### src/rtl/fifo_rd_stream_if.sv
// Bundle of the FIFO read-port signals and the downstream valid/ready stream
// around fifo_rd_stream; the master modport is the drain stage's own view.
interface fifo_rd_stream_if #(
    parameter int data_width = 8,
    parameter int CNT_W      = 16
);
    logic                  empty;
    logic                  rd_en;
    logic [data_width-1:0] data_out;
    logic                  out_valid;
    logic                  out_ready;
    logic [data_width-1:0] out_data;
    logic [CNT_W-1:0]      word_cnt;

    modport master (
        input  empty,
        input  data_out,
        input  out_ready,
        output rd_en,
        output out_valid,
        output out_data,
        output word_cnt
    );

    modport slave (
        output empty,
        output data_out,
        output out_ready,
        input  rd_en,
        input  out_valid,
        input  out_data,
        input  word_cnt
    );
endinterface

### src/rtl/fifo_rd_stream.sv
// Read-side drain stage: pops the async FIFO, hides its 1-cycle read latency in a
// 2-entry buffer and emits a valid/ready stream. FIFO_RD_STREAM_CNT_EN enables word_cnt.
module fifo_rd_stream #(
    parameter int data_width = 8,
    parameter int CNT_W      = 16
) (
    input  logic           rd_clk,
    input  logic           rst,
    fifo_rd_stream_if.master bus
);

    logic                  r_inflight;
    logic [1:0]            r_count;
    logic                  r_head;
    logic                  r_tail;
    logic [data_width-1:0] r_mem [2];

    logic                  w_out_valid;
    logic                  w_pop;
    logic [1:0]            w_count_next;

    assign w_out_valid  = (r_count != 2'd0);
    assign w_pop        = w_out_valid && bus.out_ready;
    // Occupancy after this edge counting the word already in flight from the FIFO.
    assign w_count_next = r_count + {1'b0, r_inflight} - {1'b0, w_pop};

    assign bus.rd_en     = !rst && !bus.empty && (w_count_next < 2'd2);
    assign bus.out_valid = w_out_valid;
    assign bus.out_data  = r_mem[r_head];

    // NOTE: all state below uses non-blocking assignments so every register
    // samples pre-edge values; the two buffer entries are reset too, because
    // out_data is read straight from the head entry and must be 0 in reset.
    always_ff @(posedge rd_clk or posedge rst) begin
        if (rst) begin
            r_inflight <= 1'b0;
            r_count    <= 2'd0;
            r_head     <= 1'b0;
            r_tail     <= 1'b0;
            r_mem[0]   <= '0;
            r_mem[1]   <= '0;
        end else begin
            r_inflight <= bus.rd_en;
            r_count    <= w_count_next;
            if (w_pop) begin
                r_head <= ~r_head;
            end
            if (r_inflight) begin
                r_mem[r_tail] <= bus.data_out;
                r_tail        <= ~r_tail;
            end
        end
    end

`ifdef FIFO_RD_STREAM_CNT_EN
    logic [CNT_W-1:0] r_word_cnt;

    always_ff @(posedge rd_clk or posedge rst) begin
        if (rst) begin
            r_word_cnt <= '0;
        end else if (w_pop) begin
            r_word_cnt <= r_word_cnt + {{(CNT_W-1){1'b0}}, 1'b1};
        end
    end

    assign bus.word_cnt = r_word_cnt;
`else
    assign bus.word_cnt = '0;
`endif

    a_occupancy: assert property (@(posedge rd_clk) disable iff (rst)
        ({1'b0, r_count} + {2'b00, r_inflight}) <= 3'd2);

    a_no_underflow: assert property (@(posedge rd_clk) disable iff (rst)
        bus.rd_en |-> !bus.empty);

    a_hold_stable: assert property (@(posedge rd_clk) disable iff (rst)
        (w_out_valid && !bus.out_ready) |=> (w_out_valid && $stable(bus.out_data)));

endmodule

### src/flat_wrapper.sv
// flat-port wrapper written by rule: the top's interface ports become plain ports
module fifo_rd_stream_flat 
#(
    parameter int data_width = 8,
    parameter int CNT_W      = 16
)
  (rd_clk, rst, bus_empty, bus_data_out, bus_out_ready, bus_rd_en, bus_out_valid, bus_out_data, bus_word_cnt);
  fifo_rd_stream_if #(.data_width(data_width), .CNT_W(CNT_W)) bus_i ();
  input  logic rd_clk;
  input  logic rst;
  input wire logic [$bits(bus_i.empty)-1:0] bus_empty;
  input wire logic [$bits(bus_i.data_out)-1:0] bus_data_out;
  input wire logic [$bits(bus_i.out_ready)-1:0] bus_out_ready;
  output wire logic [$bits(bus_i.rd_en)-1:0] bus_rd_en;
  output wire logic [$bits(bus_i.out_valid)-1:0] bus_out_valid;
  output wire logic [$bits(bus_i.out_data)-1:0] bus_out_data;
  output wire logic [$bits(bus_i.word_cnt)-1:0] bus_word_cnt;
  assign bus_i.empty = bus_empty;
  assign bus_i.data_out = bus_data_out;
  assign bus_i.out_ready = bus_out_ready;
  assign bus_rd_en = bus_i.rd_en;
  assign bus_out_valid = bus_i.out_valid;
  assign bus_out_data = bus_i.out_data;
  assign bus_word_cnt = bus_i.word_cnt;
  fifo_rd_stream #(.data_width(data_width), .CNT_W(CNT_W)) u_core (.rd_clk(rd_clk), .rst(rst), .bus(bus_i));
endmodule
### config.mk
export PLATFORM = sky130hd
export DESIGN_NAME = fifo_rd_stream_flat
export DESIGN_NICKNAME = d
export VERILOG_FILES = /design/src/rtl/fifo_rd_stream_if.sv /design/src/rtl/fifo_rd_stream.sv /design/src/flat_wrapper.sv
export SDC_FILE = /design/constraint.sdc
export NUM_CORES = 1
export LEC_CHECK = 0
export CAP_MARGIN = 5
export CORE_UTILIZATION = 43
export CTS_BUF_LIST = sky130_fd_sc_hd__clkbuf_16
export DETAILED_ROUTE_END_ITERATION = 8
export PLACE_DENSITY = 0.79
export SYNTH_ARGS = -nofsm -noshare
export SYNTH_HDL_FRONTEND = slang
export SYNTH_SLANG_ARGS = --single-unit
### constraint.sdc
create_clock -name rd_clk -period 2.12 [get_ports rd_clk]
set_input_delay 0.318 -clock rd_clk [delete_from_list [all_inputs] [get_ports rd_clk]]
set_output_delay 0.318 -clock rd_clk [all_outputs]
set_load 0.1 [all_outputs]
# --- Word-level counts from Yosys, hierarchy flattened ---
# Index checks and enable logic that the tools add are counted.
# W data, S select, Z words.
word_totals:
  register_bits: 21
  latchBits: 0
  ram_bits: 0
  mem_bits_ro: 0
  in_bits: 12
  output_inout_bits: 26
  n_memories: 0
classes:
  add_sub_neg: 2
  n_mul: 0
  div: 0
  n_lt_le_gt_ge: 4
  n_eq_ne: 0
  shift: 0
  mux: 6
  n_bitwise: 4
  reduce_logical: 7
ops:
  columns: ["operator", "count"]
  rows:
  - ["$mux W8", 4]
  - ["$bwmux W16", 1]
  - ["$demux W8 S1", 1]
  - ["$ge A2 B2 Y1 const B", 2]
  - ["$logic_and A1 B1 Y1", 4]
  - ["$not A1 Y2", 2]
  - ["$add A2 B1 Y2", 1]
  - ["$logic_not A1 Y1", 2]
  - ["$lt A2 B1 Y1 const B", 1]
  - ["$lt A2 B2 Y1 const B", 1]
  - ["$not A1 Y1", 2]
  - ["$reduce_bool A2 Y1", 1]
  - ["$sub A2 B1 Y2", 1]

# --- Logic depth before layout (Yosys ltp) ---
depth:
  ltp_word: 6
  mapped_depth: 6

# --- Least setup slack after synthesis ---
# Ideal clock, no wire load.
synth_timing:
  path_type: "reg-to-reg"
  start: "register u_core.r_count[0]"
  end: "register u_core.r_inflight"
  setup_time_ns: 0.345
  arrival_time_ns: 3.340
  required_ns: 1.775
  setup_slack_ns: -1.565
  stages_incl_launch_ff: 7
  n_path_buf: 0
  cell_sequence: "dfrtp_1 > o21a_1 > ha_1 > inv_1 > ha_1 > xor3_1 > nor3_1"
synth_between:
  elab_chain_cells: 5
  elab_cells_between_ends: 6
  classes_between: "add/sub (2); order compare (1); reduce/logical (3)"
synth_rtl:
  columns: ["item", "line", "source"]
  rows:
  - ["from (decl)", "fifo_rd_stream.sv:13", "logic [1:0] r_count;"]
  - ["from (signal assigned)", "fifo_rd_stream.sv:44", "r_count <= w_count_next;"]
  - ["$reduce_bool A2 Y1", "fifo_rd_stream.sv:22", "assign w_out_valid = (r_count != 2'd0);"]
  - ["$logic_and A1 B1 Y1", "fifo_rd_stream.sv:23", "assign w_pop = w_out_valid && bus.out_ready;"]
  - ["net u_core.w_pop", "fifo_rd_stream.sv:19", "logic w_pop;"]
  - ["$sub A2 B1 Y2", "fifo_rd_stream.sv:25", "assign w_count_next = r_count + {1'b0, r_inflight} - {1'b0, w_pop};"]
  - ["net u_core.w_count_next[1]", "fifo_rd_stream.sv:20", "logic [1:0] w_count_next;"]
  - ["$lt A2 B2 Y1", "fifo_rd_stream.sv:27", "assign bus.rd_en = !rst && !bus.empty && (w_count_next < 2'd2);"]
  - ["$logic_and A1 B1 Y1", "fifo_rd_stream.sv:27", null]
  - ["net bus_rd_en", "flat_wrapper.sv:14", "output wire logic [$bits(bus_i.rd_en)-1:0] bus_rd_en;"]
  - ["to (signal assigned)", "fifo_rd_stream.sv:43", "r_inflight <= bus.rd_en;"]
  - ["to (decl)", "fifo_rd_stream.sv:12", "logic r_inflight;"]
# The timed path passes the listed nets, and every way through them passes these cells.
# A chain may end at the register's enable or synchronous reset.

# --- Worst setup path in the final report ---
layout_timing:
  start: "input port bus_out_ready"
  end: "output port bus_rd_en"
layout_between:
  elab_chain_cells: 4
layout_rtl:
  columns: ["item", "line", "source"]
  rows:
  - ["from (decl)", "flat_wrapper.sv:13", "input wire logic [$bits(bus_i.out_ready)-1:0] bus_out_ready;"]
  - ["$logic_and A1 B1 Y1", "fifo_rd_stream.sv:23", null]
  - ["net u_core.w_pop", "fifo_rd_stream.sv:19", null]
  - ["$sub A2 B1 Y2", "fifo_rd_stream.sv:25", null]
  - ["net u_core.w_count_next[1]", "fifo_rd_stream.sv:20", null]
  - ["$lt A2 B2 Y1", "fifo_rd_stream.sv:27", null]
  - ["$logic_and A1 B1 Y1", "fifo_rd_stream.sv:27", null]
  - ["to (decl)", "flat_wrapper.sv:14", null]
# The timed path passes the listed nets, and every way through them passes these cells.

==> results.sh <==
export IMPL_status="finished with violations"
export IMPL_violations="negative setup slack"
export IMPL_drcViolationCount=0
export IMPL_drive_gt1_share_pct=44.6
export IMPL_ys_seq_area_share_pct=49.9
export IMPL_cts_sinks=21
export IMPL_dr_first_iter_drc_count=4
export IMPL_die_h_um=51.5
export IMPL_grt_pass1_wl_mm=2.82
export IMPL_final_period_utilization_pct=111
export IMPL_worstSetupPathType="in -> out"
export IMPL_grt_max_degree=22
export IMPL_syn_mean_instance_area_um2=13.7
export IMPL_wl_per_cell_um=13.1
export IMPL_setup_viol=1
export IMPL_finalNonFillerCells=129
export IMPL_clk_latency_ps=250
export IMPL_grt_use_total_pct=15.7
export IMPL_cts_buffers=3
export IMPL_cts_setup_buffers=0
export IMPL_num_antenna_cells=0
export IMPL_yosysWarnings=0
export IMPL_period_needed_ps=2350
export IMPL_synth_distinct_cells=15
export IMPL_antenna_found_initial=0
export IMPL_rsz0062_at_grt="true"
export IMPL_clockBufferDepth=2
export IMPL_hold_path_class="in -> async"
export IMPL_ios=38
export IMPL_fin_setup_tns_ps=-228
export IMPL_critPathMaxFanout=2
export IMPL_htree_levels=1
export IMPL_syn_area_mm2=0.00105
export IMPL_clk_pin_slew_worst_paths_ps=60
export IMPL_crit_required_ps=1800
export IMPL_cts_tree="done"
export IMPL_place_inst=125
export IMPL_startpoint_type="input pin"
export IMPL_first_pass_iters=4
export IMPL_cp_arrival_ps=2030
export IMPL_initial_utilization_pct=46.7
export IMPL_postSynthCellCount=77
export IMPL_setup_slack_ps=-228
export IMPL_vias=604
export IMPL_end_kind="primary output"
export IMPL_num_rows=17
export IMPL_routed_wirelength_mm=1.68
export IMPL_grt_pass1_vias=622
export IMPL_finalMaxSlewViolations=0
export IMPL_clock_fmax_mhz=426
export IMPL_syn_to_final_growth_pct=34.2
export IMPL_die_x_um=51.5
export IMPL_port_buffers=21
export IMPL_post_dp_hpwl_mm=1.18
export IMPL_fin_skew_ps=3.39
export IMPL_max_cap_violations=0
export IMPL_core_mm2=0.00225
export IMPL_postRouteAntennaNets=0
export IMPL_place_gp_congestion=0.691
export IMPL_cts_root_buf="clkbuf_16"
export IMPL_synth_seq_cells=21
export IMPL_fin_nets=116
export IMPL_gr_total_overflow=0
export IMPL_dieArea_mm2=0.00265
export IMPL_hold_viol=0
export IMPL_viasPerCell=4.68
==> metal layers <==
layer	GRT usage [%]	share of wire (%)	vias up
met2	25.5	52	25
met4	6.76	2.0	0
met3	6.85	6.9	4
li1	-	-	278
met1	17.8	39	297
met5	0	0	-
==> cells by family (layout without fill, tap and decap cells) <==
| group | after synthesis | count (layout) | synth area share, % |
|---|---|---|---|
| buffers and inverters | 21 | 30 | 14.0 |
| AO/OA/AOI/OAI | 1 | 1 | 0.714 |
| AND/OR/NAND/NOR | 4 | 4 | 2.97 |
| multiplexers | 24 | 24 | 25.7 |
| flip-flops | 21 | 21 | 49.9 |
| XOR/XNOR | 3 | 3 | 3.92 |
| adder cells (fa/ha/maj) | 2 | 2 | 2.38 |
| other | 1 | 16 | 0.356 |
==> cells in the mapped netlist, drive strengths merged <==
library cell | count | share of area [%]
mux2 | 24 | 26
inv | 3 | 1.1
dfrtp | 21 | 50
buf | 18 | 13
o21a | 1 | 0.71
conb | 1 | 0.36
xor2 | 2 | 1.7
xor3 | 1 | 2.3
nand2 | 1 | 0.59
ha | 2 | 2.4
nor3 | 1 | 0.48
nor2b | 1 | 1.3
or2 | 1 | 0.59
==> critical path, stage by stage <==
cell,delay [ps]
clkdlybuf4s50_1,460
o21a_1,130
ha_1,230
inv_1,60
ha_1,150
xor3_2,290
nor3_4,190
buf_12,200
==> placed cells by master, fill, tap and decap left out <==
cell type,instances
clkdlybuf4s50_1,11
clkbuf_16,3
buf_4,3
clkinv_2,1
xor2_1,2
nand2_2,1
o21a_1,1
buf_12,9
nor2b_4,1
xor3_2,1
conb_1,16
dfrtp_1,21
nor3_4,1
or2_2,1
mux2_2,24
inv_1,3
ha_1,2
==> what timing repair did <==
action / 4_1_cts / 5_1_grt
pin swaps: 0 / 0
gates resized for setup: 0 / 1
cloned: 0 / 0
endpoints found under the setup margin: 1 / 1
hold buffers: 0 / 0
==> through the flow <==
stage	hold WS (ps)	utilization (%)	setup WS, ps	cell area (µm²)
6_report	486	62.7	-228	1410
5_1_grt	527	62.7	-334	1410
4_1_cts	496	62.6	-232	1410
3_5_place_dp	489	59.0	-220	1330
3_3_place_gp	482	59.0	-171	1330
2_1_floorplan	295	-	-266	1120
==> sequential cells by signal (all words and copies together), names as in the netlist <==
| name | count |
|---|---|
| u_core.r_mem | 16 |
| u_core.r_count | 2 |
| u_core.r_inflight | 1 |
| u_core.r_head | 1 |
| u_core.r_tail | 1 |
==> layout make-up <==
type | instances | area [µm²]
clock buffer | 3 | 75.1
multi-input combinational | 50 | 448
clock inverter | 1 | 5.00
fill | 185 | 842
timing repair buffer | 23 | 313
inverter | 3 | 11.3
sequential | 21 | 526
tap | 28 | 35.0
==> worst paths after layout <==
path	startpoint	endpoint	slack, ps	cells after the start
max reg2reg	u_core.r_count[0]	u_core.r_inflight	460	6
max	bus_out_ready	bus_rd_en	-230	8
min in group rd_clk	u_core.r_mem[4]	u_core.r_mem[4]	500	1
min reg2reg	u_core.r_mem[4]	u_core.r_mem[4]	500	1
min	rst	u_core.r_mem[14]	490	3
max in group asynchronous	rst	u_core.r_mem[9]	1420	3
Power of run 1 is not shown: default switching activity piles up to over one toggle a cycle in this logic, so the estimate is an artifact.
